==> config.mk <==
export PLATFORM = sky130hd
export DESIGN_NAME = wb_arbiter_2m
export DESIGN_NICKNAME = d
export VERILOG_FILES = /design/src/rtl/wb_arbiter_pkg.sv /design/src/rtl/wb_watchdog.sv /design/src/rtl/wb_arbiter_2m.sv
export SDC_FILE = /design/constraint.sdc
export NUM_CORES = 1
export LEC_CHECK = 0
export ABC_AREA = 1
export CAP_MARGIN = 20
export CORE_ASPECT_RATIO = 1.2
export CORE_UTILIZATION = 30
export CTS_CLUSTER_SIZE = 30
export DETAILED_ROUTE_END_ITERATION = 12
export HOLD_SLACK_MARGIN = 0.06
export PLACE_DENSITY = 0.91
export SLEW_MARGIN = 20
export SYNTH_ARGS = -nofsm -noshare
export SYNTH_HDL_FRONTEND = slang
export SYNTH_SLANG_ARGS = --single-unit
==> constraint.sdc <==
create_clock -name clk_i -period 2.2 [get_ports clk_i]
set_input_delay 0.55 -clock clk_i [delete_from_list [all_inputs] [get_ports clk_i]]
set_output_delay 0.55 -clock clk_i [all_outputs]
set_load 0.005 [all_outputs]
==> src/rtl/wb_arbiter_pkg.sv <==
// wb_arbiter_pkg: shared FSM state encoding and grant indices for the two-master Wishbone arbiter
package wb_arbiter_pkg;
    typedef enum logic [1:0] {IDLE, GRANT0, GRANT1} state_t;
    localparam logic GRANT_M0 = 1'b0;
    localparam logic GRANT_M1 = 1'b1;
endpackage

==> src/rtl/wb_watchdog.sv <==
// wb_watchdog: per-access stall counter that raises a one-cycle err pulse when the slave never answers
// Ports: clk_i/rst_i clock and async reset; en_i counts a stalled strobe cycle; clr_i restarts the count;
//        term_i slave termination present this cycle; err_o single-cycle timeout pulse.
module wb_watchdog #(
    parameter int TIMEOUT_CYCLES = 255,
    parameter int TIMEOUT_WIDTH  = 8
) (
    input  logic clk_i,
    input  logic rst_i,
    input  logic en_i,
    input  logic clr_i,
    input  logic term_i,
    output logic err_o
);
    localparam bit                     ENABLED = TIMEOUT_CYCLES != 0;
    localparam logic [TIMEOUT_WIDTH-1:0] LIMIT = TIMEOUT_WIDTH'(TIMEOUT_CYCLES);
    logic [TIMEOUT_WIDTH-1:0] cnt;
    // A slave termination in the timeout cycle wins over the local err.
    assign err_o = ENABLED && en_i && !term_i && cnt == LIMIT;
    always_ff @(posedge clk_i or posedge rst_i) begin
        if (rst_i)
            cnt <= '0;
        else if (clr_i || term_i || !en_i || err_o || !ENABLED)
            cnt <= '0;
        else
            cnt <= cnt + TIMEOUT_WIDTH'(1);
    end
endmodule

==> src/rtl/wb_arbiter_2m.sv <==
// wb_arbiter_2m: two-master Wishbone classic arbiter with round-robin grant, cyc-long bus lock and watchdog
// Ports: clk_i/rst_i clock and async reset; m0_*/m1_* master buses (cyc/stb/we/adr/dat in, ack/err/rty/dat out);
//        s_* slave bus (cyc/stb/we/adr/dat out, ack/err/rty/dat in).
module wb_arbiter_2m
    import wb_arbiter_pkg::*;
#(
    parameter int ADDR_WIDTH     = 24,
    parameter int DATA_WIDTH     = 8,
    parameter int TIMEOUT_CYCLES = 255,
    parameter int TIMEOUT_WIDTH  = 8
) (
    input  logic                  clk_i,
    input  logic                  rst_i,
    input  logic                  m0_cyc_i,
    input  logic                  m0_stb_i,
    input  logic                  m0_we_i,
    input  logic [ADDR_WIDTH-1:0] m0_adr_i,
    input  logic [DATA_WIDTH-1:0] m0_dat_i,
    output logic                  m0_ack_o,
    output logic                  m0_err_o,
    output logic                  m0_rty_o,
    output logic [DATA_WIDTH-1:0] m0_dat_o,
    input  logic                  m1_cyc_i,
    input  logic                  m1_stb_i,
    input  logic                  m1_we_i,
    input  logic [ADDR_WIDTH-1:0] m1_adr_i,
    input  logic [DATA_WIDTH-1:0] m1_dat_i,
    output logic                  m1_ack_o,
    output logic                  m1_err_o,
    output logic                  m1_rty_o,
    output logic [DATA_WIDTH-1:0] m1_dat_o,
    output logic                  s_cyc_o,
    output logic                  s_stb_o,
    output logic                  s_we_o,
    output logic [ADDR_WIDTH-1:0] s_adr_o,
    output logic [DATA_WIDTH-1:0] s_dat_o,
    input  logic                  s_ack_i,
    input  logic                  s_err_i,
    input  logic                  s_rty_i,
    input  logic [DATA_WIDTH-1:0] s_dat_i
);
    state_t state, state_nx;
    logic   last_grant, last_nx;
    logic   g0, g1, wd_en, wd_clr, wd_err, term;
    always_ff @(posedge clk_i or posedge rst_i) begin
        if (rst_i) begin
            state      <= IDLE;
            last_grant <= GRANT_M1;
        end else begin
            state      <= state_nx;
            last_grant <= last_nx;
        end
    end
    // The owner keeps the bus for its whole cyc; a waiting master takes over with no idle cycle.
    always_comb begin
        last_nx  = (state == GRANT0 && !m0_cyc_i) ? GRANT_M0 :
                   (state == GRANT1 && !m1_cyc_i) ? GRANT_M1 : last_grant;
        state_nx = state == GRANT0 ? (m0_cyc_i ? GRANT0 : m1_cyc_i ? GRANT1 : IDLE) :
                   state == GRANT1 ? (m1_cyc_i ? GRANT1 : m0_cyc_i ? GRANT0 : IDLE) :
                   (m0_cyc_i && m1_cyc_i) ? (last_grant == GRANT_M1 ? GRANT0 : GRANT1) :
                   m0_cyc_i ? GRANT0 : m1_cyc_i ? GRANT1 : IDLE;
    end
    always_comb begin
        g0       = state == GRANT0;
        g1       = state == GRANT1;
        s_cyc_o  = g0 ? m0_cyc_i : g1 & m1_cyc_i;
        s_stb_o  = g0 ? m0_stb_i : g1 & m1_stb_i;
        s_we_o   = g0 ? m0_we_i  : g1 & m1_we_i;
        s_adr_o  = g0 ? m0_adr_i : g1 ? m1_adr_i : '0;
        s_dat_o  = g0 ? m0_dat_i : g1 ? m1_dat_i : '0;
        m0_ack_o = g0 & s_ack_i;
        m0_err_o = g0 & (s_err_i | wd_err);
        m0_rty_o = g0 & s_rty_i;
        m1_ack_o = g1 & s_ack_i;
        m1_err_o = g1 & (s_err_i | wd_err);
        m1_rty_o = g1 & s_rty_i;
        m0_dat_o = s_dat_i;
        m1_dat_o = s_dat_i;
    end
    assign term   = s_ack_i | s_err_i | s_rty_i;
    assign wd_en  = (state != IDLE) & s_stb_o;
    assign wd_clr = state_nx != state;
    wb_watchdog #(
        .TIMEOUT_CYCLES(TIMEOUT_CYCLES),
        .TIMEOUT_WIDTH (TIMEOUT_WIDTH)
    ) u_wd (
        .clk_i (clk_i),
        .rst_i (rst_i),
        .en_i  (wd_en),
        .clr_i (wd_clr),
        .term_i(term),
        .err_o (wd_err)
    );
endmodule

* After elaboration in Yosys (flattened, before gate mapping)
Cells that the tools add are included.
Word-level totals: bits in registers 11, bits in latches 0, memory bits (writable) 0, bits in read-only memories 0, input port bits 83, memories 0
Cells by class: add/sub/neg operators 1, multipliers 0, div/mod/pow operators 0, magnitude comparators 0, equality and inequality tests 4, shifts and indexed selects 0, multiplexer cells 18, bitwise operators 13, reductions and logical operators 14
Operators by type and width (count):
- 24-bit 2-to-1 mux | 2
- 8-bit 2-to-1 mux | 3
- 2-bit 2-to-1 mux | 7
- 1-bit AND | 10
- 8-bit by 1-bit adder with 8-bit output (second input constant) | 1
- 8-bit equality test (second input constant) | 1
- 1-bit 2-to-1 mux | 6
- 1-bit logical AND | 5
- 1-bit logical NOT | 4
- 2-bit nonzero test | 2
- 1-bit logical OR | 3
- 1-bit bitwise OR | 3
- 2-bit by 1-bit equality test with 1-bit output (second input constant) | 1
- 2-bit equality test (second input constant) | 1
- 2-bit != test | 1

* Depth between registers and ports, before layout
Gate-level depths: netlist of the first run.
depth in word-level cells 10, gate-level depth with buffers 9, gate-level depth less buffers 9

* Hierarchy
Synthesis of the first run repeated with hierarchy kept, for this count alone.
Second synthesis, totals: cells, all modules 222, area, all modules 1256.2 um^2
By module, submodules not included:
- wb_arbiter_2m | instances 1, cells each 169, area each 838.3 um^2, sequential area each 76.3 um^2
- wb_watchdog | instances 1, cells each 53, area each 417.9 um^2, sequential area each 200.2 um^2

* Worst setup path before layout of the first run
Ideal clock, no wire load.
kind register -> output, start register state[1], end output m0_err_o, arrival time 1.191 ns, data required time 1.650 ns, slack 0.459 ns, cell stages (with the launch flop) 7, path buffers 1, cell sequence dfrtp_1 buf_4 inv_2 nand3_1 a21oi_2 nand3_2 a21oi_1
On the way: word-level cells in the longest chain between the ends 8, elaborated cells on any way between the ends 10
RTL lines:
- start: declaration | line wb_arbiter_2m.sv:42 | state_t state, state_nx;
- start signal: assignment | line wb_arbiter_2m.sv:50 | state <= state_nx;
- 2-bit equality test | line wb_arbiter_2m.sv:65 | g1 = state == GRANT1;
- 1-bit AND | line wb_arbiter_2m.sv:67 | s_stb_o = g0 ? m0_stb_i : g1 & m1_stb_i;
- 1-bit 2-to-1 mux | line wb_arbiter_2m.sv:67
- 1-bit AND | line wb_arbiter_2m.sv:81 | assign wd_en = (state != IDLE) & s_stb_o;
- 1-bit logical AND (2 in a row) | line wb_watchdog.sv:19 | assign err_o = ENABLED && en_i && !term_i && cnt == LIMIT;
- 1-bit bitwise OR | line wb_arbiter_2m.sv:72 | m0_err_o = g0 & (s_err_i | wd_err);
- 1-bit AND * | line wb_arbiter_2m.sv:72
- end: declaration | line wb_arbiter_2m.sv:20 | output logic m0_err_o,
Mark *: on every way between the ends. The rest lies on a longest branch, timed or not.

* Worst setup path in the final report of the first run
start register state[1], end output m1_err_o
On the way: word-level cells in the longest chain between the ends 8, elaborated cells on any way between the ends 10
RTL lines:
- 2-bit equality test | line wb_arbiter_2m.sv:65
- 1-bit AND | line wb_arbiter_2m.sv:67
- 1-bit 2-to-1 mux | line wb_arbiter_2m.sv:67
- 1-bit AND | line wb_arbiter_2m.sv:81
- 1-bit logical AND (2 in a row) | line wb_watchdog.sv:19
- 1-bit bitwise OR | line wb_arbiter_2m.sv:75 | m1_err_o = g1 & (s_err_i | wd_err);
- 1-bit AND * | line wb_arbiter_2m.sv:75
- end: declaration | line wb_arbiter_2m.sv:29 | output logic m1_err_o,
Marked as above.

==> results of run 1 <==
==> cells in the final DEF (no fill, tap or decap), types with 2 or more instances in the layout <==
| master | instances |
|---|---|
| nand2_2 | 7 |
| nor2_2 | 2 |
| inv_2 | 4 |
| clkbuf_8 | 3 |
| nor2_1 | 6 |
| clkbuf_2 | 5 |
| buf_16 | 2 |
| nand2_1 | 76 |
| clkdlybuf4s15_1 | 7 |
| nand3_1 | 37 |
| xnor2_1 | 2 |
| nor3_1 | 8 |
| o21ai_0 | 2 |
| buf_12 | 5 |
| dlymetal6s2s_1 | 18 |
| nand3_4 | 2 |
| clkdlybuf4s50_1 | 69 |
| buf_2 | 2 |
| dfrtp_1 | 9 |
| xor2_1 | 4 |
| buf_4 | 24 |
| dlygate4sd2_1 | 14 |
| inv_1 | 8 |
| a21oi_2 | 3 |
| nand3_2 | 3 |
==> path summary, 6_finish.rpt <==
kind	depth (start not counted)	end	slack, ns	from
min in group asynchronous	2	u_wd.cnt[7]$_DFF_PP0_	0.60	rst_i
worst max-delay path	7	m1_err_o	0.005	state[1]$_DFF_PP0_
max in group asynchronous	2	last_grant$_DFFE_PP1P_	1.27	rst_i
worst min-delay path	2	last_grant$_DFFE_PP1P_	0.53	last_grant$_DFFE_PP1P_
worst min register to register	2	last_grant$_DFFE_PP1P_	0.53	last_grant$_DFFE_PP1P_
worst max register to register	10	u_wd.cnt[3]$_DFF_PP0_	0.60	state[0]$_DFF_PP0_
==> routing by layer <==
layer	GRT usage, %	part of all wire (%)	up-vias
met3	4.81	8.5	4
met1	24.3	35	841
met2	46.8	56	81
li1	-	-	897
met4	6.72	0.80	0
met5	0	0	-
==> state kept, by name (all words and copies together), names as in the netlist <==
signal / flops
state: 2
last_grant: 1
u_wd.cnt: 8
==> metrics by stage <==
| stage | worst slack (ns) | hold slack (ns) | std cells | total power (uW) | area, um2 |
|---|---|---|---|---|---|
| after CTS | -0.108 | 0.531 | 379 | 1340 | 2610 |
| after detailed placement | -0.417 | 0.525 | 363 | 1040 | 2410 |
| after floorplan | 0.459 | 0.402 | 206 | 570 | 1230 |
| after global placement | -0.369 | 0.486 | 363 | 1020 | 2410 |
| final | 0.00510 | 0.526 | 387 | 1410 | 2780 |
| after global routing | -0.0498 | 0.569 | 387 | 1500 | 2780 |
==> worst reg2reg max path, cell delays in order, from the launching register on <==
cell and delay [ns]:
dfrtp_1 0.39, inv_4 0.06, buf_12 0.13, buf_12 0.14, nand2_2 0.12, nand2_1 0.08
nand2_2 0.10, nand2_2 0.08, nand2_2 0.09, nand3_4 0.11, nor3_1 0.20
==> what timing repair did <==
action | in CTS | in global routing
gates cloned | 3 | 1
resized for setup | 41 | 52
pin swaps | 2 | 9
buffers inserted | 9 | 7
endpoints found under the setup margin | 41 | 23
==> power breakdown <==
part	internal (uW)	switching (uW)	leakage (uW)
logic	549	410	0.00138
registers	225	16.5	0.000146
clock network	125	81.1	0.0000255
==> cell usage after synthesis <==
cell type / number
buf_1: 3
nor3_1: 8
nor2_1: 8
buf_2: 3
nand2_2: 5
nand3_2: 1
o22ai_1: 1
inv_1: 11
ha_1: 1
dfstp_2: 1
nor2_2: 1
nand3_4: 1
xnor2_1: 2
inv_2: 2
o21ai_0: 2
clkbuf_1: 3
a21oi_1: 2
xor2_1: 4
buf_4: 17
dfrtp_1: 10
a21oi_2: 2
nand3_1: 40
nand2_1: 78
==> final cells by class <==
class	count	share of cell area [%]
Clock buffer	3	1.48
Clock inverter	1	0.180
Inverter	13	1.84
Multi-Input combinational cell	156	28.5
Sequential cell	11	9.98
Tap cell	54	2.43
Timing Repair Buffer	149	55.6
==> cells by family (layout without fill, tap and decap cells) <==
| kind of cell | after synthesis | after routing | share of synthesized area (%) |
|---|---|---|---|
| fa+ha+maj | 1 | 1 | 1.02 |
| xor+xnor | 6 | 6 | 4.28 |
| flops | 11 | 11 | 22.5 |
| simple gates | 142 | 142 | 51.2 |
| compound gates | 7 | 7 | 3.57 |
| buf+inv | 39 | 166 | 17.4 |
==> flow_summary.toml, run 1 <==
[worst_setup_path]
crit_path_end_kind = "output pin"
critPathBufInv = 3
crit_family = "flip-flops"
critPathSlowestCell = "dfrtp_2"
arrival_ns = 1.64
slowest_delay_ns = 0.45
crit_chain = "buf_4 > inv_2 > nand3_2 > a21oi_4 > nand3_2 > a21oi_2 > buf_2"
crit_path_frequent_cell = "nand3_2"
cp_max_fo = 4
required_ns = 1.65
startpoint_type = "flop"
crit_type = "flop to output pin"

[yosys]
ys_warn_count = 0
yosysUniqueCellTypes = 23
synthTopCellsByArea = "nand2_1 24%, dfrtp_1 20%, nand3_1 16%"
netlist.area_leader.share_pct = 23.9
syn_inst = 206
synth_top_area_cell = "nand2_1"
ys_ff_latch = 11
syn_area_per_cell_um2 = 5.96
syn_area_um2 = 1230
yosysSeqAreaShare_pct = 22.5
syn_nets = 290

[outcome]
status = "finished, final reports clean"

[cells_and_area]
regArea_um2 = 278
insertedDiodeCount = 0
final.fill_count = 298
final_layout_size_suffix_gt1_share_pct = 21.6
multiInputGateArea_um2 = 792
area_delta_synth_final_pct = 127
nets = 418
fin_util_pct = 70.6

[placement]
hpwlAfterDp_um = 3750
numPortBuffers = 115
gp_congestion = 0.727

[die]
die-area_um2 = 4350
io_pins = 140
initial_core_util_pct = 31.1
row_count = 25
die_y_um = 72.1
core-area_um2 = 3940
die_w_um = 60.4

[timing]
fin_tns_setup_ns = 0
drv_slew = 0
hold_viol = 0
max_freq_ghz = 0.456
min_period_ns = 2.19
worst_pin_slew_ns = 0.427
slew_headroom_pct = 71.5
setup_violations = 0
post-route-period-util_pct = 99.8
fin_skew_ns = 0.00113

[power]
ir_drop_uv = 444
powerDensity_nw_per_um2 = 505
power.leakage_uw = 0.00155

[global_route]
grt_max_degree = 33
overflow = 0
grt_pass1_vias = 1780
grt_first_pass_wirelength_um = 7940
track_usage_pct = 23.9
antenna_found_initial = 0

[clock_network]
h-tree-depth = 1
cts_tree = "done"
cts_buffer_depth = 2
root_buffer = "clkbuf_8"
cts_buffers = 3
clk_latency_ns = 0.24
ctsHoldBuffers = 0
cts_sinks = 11
path_clk_slew_ns = 0.05

[routing]
wirelength_um = 5740
wl_per_cell_um = 14.8
dr.pass1.iters = 4
vias = 1823
postRouteAntennaNets = 0
drc = 0
drtIter0Drc = 121
routed_via_density = 4.71

[flow_run]
drv_cap = 0

[worst_hold_path]
hold_path_class = "flop to flop"
No activity file was read; power rests on OpenSTA's default activity.
==> inputs of run 2 (changes only) <==
--- a/config.mk
+++ b/config.mk
@@ -12,6 +12,7 @@
 export CTS_CLUSTER_SIZE = 30
 export DETAILED_ROUTE_END_ITERATION = 12
 export HOLD_SLACK_MARGIN = 0.06
+export MAX_ROUTING_LAYER = met4
 export PLACE_DENSITY = 0.91
 export SLEW_MARGIN = 20
 export SYNTH_ARGS = -nofsm -noshare
==> flow_summary.toml, run 2 (same netlist as run 1, synthesis figures left out) <==
[cells_and_area]
final_common_cell = "nand2_1"
final_layout_size_suffix_gt1_share_pct = 21.9
reg_top3 = "u_wd.cnt x8, state x2, last_grant x1"
largest_reg_flops = 8
fin_util_pct = 70.5
final.fill_count = 299
layout_common_cells = "76 x nand2_1, 69 x clkdlybuf4s50_1, 37 x nand3_1"
area_delta_synth_final_pct = 126
nets = 418
final_cells = 387
design_area_um2 = 2780
largest_register = "u_wd.cnt"
insertedDiodeCount = 0

[worst_setup_path]
rrSetupSlack_ns = 0.61
reg2reg_depth = 10
crit_path_end_kind = "output pin"
r2r-end = "u_wd.cnt[7]$_DFF_PP0_"
cp_max_fo = 4
startpoint_type = "flop"
arrival_ns = 1.65
crit_type = "flop to output pin"
required_ns = 1.65
r2r_start = "state[0]$_DFF_PP0_"

[worst_hold_path]
hold_path_class = "flop to flop"
hp-start = "last_grant$_DFFE_PP1P_"
hold-path-cell-count = 2
worst_hold_path.endpoint = "last_grant$_DFFE_PP1P_"

[clock_network]
cts_tree = "done"
ctsHoldBuffers = 0
root_buffer = "clkbuf_8"
clk_latency_ns = 0.25
cts_buffer_depth = 2
cts_sinks = 11
h-tree-depth = 1
path_clk_slew_ns = 0.05
cts_buffers = 3

[timing]
fin_skew_ns = 0.00131
setup_slack_ns = 0.000936
worst_pin_slew_ns = 0.426
min_period_ns = 2.20
post-route-period-util_pct = 100
setup_violations = 0
hold_viol = 0
whs_ns = 0.525
max_freq_ghz = 0.455
drv_slew = 0
slew_headroom_pct = 71.6

[routing]
wl_met2_um = 3120
drc = 0
wl_per_cell_um = 14.9
vias = 1837
drtIter0Drc = 145
routed_via_density = 4.75
route.met3.wl_um = 503
drt-met1-wl_um = 2020
wirelength_um = 5760
highest_layer = "met4"
dr.pass1.iters = 4
postRouteAntennaNets = 0

[die]
initial_core_util_pct = 31.1
die_w_um = 60.4
core-area_um2 = 3940
die_y_um = 72.1
row_count = 25
die-area_um2 = 4350
io_pins = 140

[placement]
numPortBuffers = 115
placedCellCount = 363
place_area_um2 = 2410
dp_slack_ns = -0.417
hpwlAfterDp_um = 3750
gp_congestion = 0.735

[flow_run]
drv_cap = 0

[power]
powerDensity_nw_per_um2 = 509
power.leakage_uw = 0.00155
ir_drop_uv = 444

[global_route]
track_usage_pct = 24.7
grt_pass1_vias = 1776
overflow = 0
antenna_found_initial = 0
grt_first_pass_wirelength_um = 7950
grt_max_degree = 33

[outcome]
status = "finished, final reports clean"
## run 2: cell types whose count changed in the layout (fill, tap and decap cells not counted), sizes merged
cell	previous run	this run
clkbuf	9	10
clkdlybuf4s15	7	6
## run 2: report_power, final
| group | internal [uW] | switching, uW | leakage (uW) |
|---|---|---|---|
| combinational | 547 | 410 | 0.00138 |
| clock | 125 | 88.8 | 0.0000255 |
| sequential | 225 | 16.5 | 0.000146 |
| total | 897 | 516 | 0.00155 |
## run 2: metrics by stage
stage          total power [uW]  setup TNS (ns)
2_1_floorplan               570               0
3_3_place_gp               1020           -1.33
3_5_place_dp               1040           -1.81
4_1_cts                    1340          -0.969
5_1_grt                    1500         -0.0832
6_report                   1410               0
## run 2: final cells by class
cell class | count | area, um2 | area share [%]
Tap cell | 54 | 67.6 | 2.43
Timing Repair Buffer | 149 | 1540 | 55.5
Multi-Input combinational cell | 156 | 792 | 28.5
Clock buffer | 3 | 41.3 | 1.49
Inverter | 13 | 51.3 | 1.85
Sequential cell | 11 | 278 | 10.0
Clock inverter | 1 | 5.00 | 0.180
## run 2: critical path, stage by stage, from the launching register on
cell	delay, ns
dfrtp_2	0.45
buf_4	0.17
inv_2	0.06
nand3_2	0.09
a21oi_4	0.18
nand3_2	0.13
a21oi_2	0.17
buf_2	0.15
## run 2: worst max path at each step
stage / start / cells after the start / end
2_1_floorplan: state[1]$_DFF_PP0_ / 6 / m0_err_o
3_3_place_gp: m0_stb_i / 6 / m1_err_o
3_5_place_dp: m0_stb_i / 6 / m1_err_o
5_1_grt: u_wd.cnt[0]$_DFF_PP0_ / 8 / m1_err_o
4_1_cts: m1_stb_i / 6 / m1_err_o
6_report: state[1]$_DFF_PP0_ / 7 / m1_err_o
## run 2: layer usage
layer,global-route usage [%],vias up
li1,-,897
met1,24.3,854
met2,46.5,75
met3,5.35,11
met4,7.24,0
met5,-,-
## run 2: repair_timing
item / in CTS / in global routing
resized for setup: 41 / 53
gates cloned: 3 / 1
endpoints found under the setup margin: 41 / 24
setup buffers: 9 / 7
pin swaps: 2 / 9
==> inputs of run 3 (changes only) <==
--- a/config.mk
+++ b/config.mk
@@ -8,6 +8,7 @@
 export ABC_AREA = 1
 export CAP_MARGIN = 20
 export CORE_ASPECT_RATIO = 1.2
+export CORE_MARGIN = 2
 export CORE_UTILIZATION = 30
 export CTS_CLUSTER_SIZE = 30
 export DETAILED_ROUTE_END_ITERATION = 12
==> flow_summary.toml, run 3 (same netlist as run 1, synthesis figures left out) <==
[worst_setup_path]
reg2reg_depth = 13
required_ns = 1.65
arrival_ns = 1.58
crit_path_end_kind = "output pin"
startpoint_type = "primary input"
cp_max_fo = 3
crit_type = "primary input to output pin"

[clock_network]
cts_buffer_depth = 2
cts_tree = "done"
clk_latency_ns = 0.24
cts_buffers = 3
cts_sinks = 11
root_buffer = "clkbuf_8"
path_clk_slew_ns = 0.05
ctsHoldBuffers = 0
h-tree-depth = 1

[timing]
max_freq_ghz = 0.468
worst_pin_slew_ns = 0.454
whs_ns = 0.518
setup_violations = 0
slew_headroom_pct = 69.7
hold_viol = 0
post-route-period-util_pct = 97.0
fin_skew_ns = 0.000869
setup_slack_ns = 0.0654
min_period_ns = 2.13
drv_slew = 0

[die]
die_w_um = 62.4
io_pins = 140
die-area_um2 = 4620
initial_core_util_pct = 31.1
die_y_um = 74.1
core-area_um2 = 3940
row_count = 25

[global_route]
grt_use_met1_pct = 21.2
grt_first_pass_wirelength_um = 7920
grt_max_degree = 21
grt_busiest_layer = "met2"
grt_pass1_vias = 1738
overflow = 0
track_usage_pct = 22.0
grt_use_met2_pct = 42.1
antenna_found_initial = 0
grtUsageMet3_pct = 6.20

[power]
switching_share_pct = 37.1
powerDensity_nw_per_um2 = 474
p_seq_share_pct = 18.0
power.share.clock_pct = 15.9
power.leakage_uw = 0.00169
intPower_uw = 839
combPwrFrac_pct = 66.1
ir_drop_uv = 395
p_sw_uw = 494

[routing]
routed_via_density = 4.75
vias = 1862
drc = 0
wl_per_cell_um = 14.2
drtIter0Drc = 95
wirelength_um = 5550
dr.pass1.iters = 4
postRouteAntennaNets = 0

[placement]
dp_slack_ns = -0.433
place_area_um2 = 2420
numPortBuffers = 115
hpwlAfterDp_um = 3740
gp_congestion = 0.910

[worst_hold_path]
hold_path_class = "flop to flop"
hold-path-cell-count = 2

[cells_and_area]
regArea_um2 = 278
reg_top3 = "u_wd.cnt x8, state x2, last_grant x1"
area_delta_synth_final_pct = 129
multiInputGateArea_um2 = 845
final_layout_size_suffix_gt1_share_pct = 23.4
design_area_um2 = 2810
largest_register = "u_wd.cnt"
largest_reg_flops = 8
nets = 423
insertedDiodeCount = 0
layout_common_cells = "76 x nand2_1, 69 x clkdlybuf4s50_1, 37 x nand3_1"
final.fill_count = 293
final_common_cell = "nand2_1"

[outcome]
status = "finished, final reports clean"

[flow_run]
drv_cap = 0
[run 3: cell count changes in the layout (fill, tap and decap cells not counted), moves of 2 or more]
| cell | previous run | this run |
|---|---|---|
| nor3_4 | 0 | 2 |
| buf_6 | 1 | 5 |
| buf_4 | 24 | 32 |
| dlymetal6s2s_1 | 18 | 29 |
| buf_16 | 2 | 0 |
| nor3_1 | 8 | 0 |
| clkbuf_2 | 6 | 0 |
| buf_12 | 5 | 0 |
| nor3_2 | 0 | 6 |
| clkdlybuf4s15_1 | 6 | 1 |
| buf_8 | 0 | 2 |
[run 3: what timing repair did]
| action | 4_1_cts | 5_1_grt |
|---|---|---|
| setup endpoints to repair | 41 | 34 |
| gates resized for setup | 30 | 61 |
| pin swaps | 1 | 12 |
| buffers inserted | 9 | 13 |
[run 3: metrics by stage]
step	total power [uW]	setup TNS, ns	util [%]	instances
global route	1420	-0.00712	71.3	392
global placement	1030	-1.29	61.3	367
finish	1330	0	71.3	392
detailed placement	1050	-1.55	61.3	367
floorplan	570	0	-	206
CTS	1260	-0.409	64.4	380
[run 3: layout make-up]
class	instances	share of cell area, %
Timing Repair Buffer	154	54.2
Inverter	13	1.91
Tap cell	54	2.40
Clock buffer	4	1.60
Multi-Input combinational cell	156	30.0
Sequential cell	11	9.88
[run 3: worst max-delay path, cell delays in order]
cell and delay (ns):
clkdlybuf4s50_1 0.50, inv_1 0.07, o22ai_1 0.19, dlygate4sd2_1 0.27
[run 3: final timing paths]
check	startpoint	end	slack (ns)
min in group asynchronous	rst_i	u_wd.cnt[7]$_DFF_PP0_	0.61
max in group asynchronous	rst_i	state[1]$_DFF_PP0_	1.25
hold / removal	last_grant$_DFFE_PP1P_	last_grant$_DFFE_PP1P_	0.52
setup reg to reg	state[0]$_DFF_PP0_	u_wd.cnt[4]$_DFF_PP0_	0.13
hold reg to reg	last_grant$_DFFE_PP1P_	last_grant$_DFFE_PP1P_	0.52
setup / recovery	m1_cyc_i	s_cyc_o	0.07
[run 3: power by group through the flow]
stage / clock network [uW] / registers (uW) / logic [uW]
finish: 212 / 240 / 880
CTS: 206 / 238 / 812
floorplan: 0 / 236 / 334
detailed placement: 0 / 243 / 808
global route: 219 / 242 / 955
global placement: 0 / 241 / 788
[run 3: per-layer routing]
| layer | routed length, um | up-vias |
|---|---|---|
| met5 | 0 | - |
| met4 | 131 | 0 |
| met3 | 476 | 16 |
| met2 | 2890 | 103 |
| met1 | 2060 | 839 |
| li1 | - | 904 |
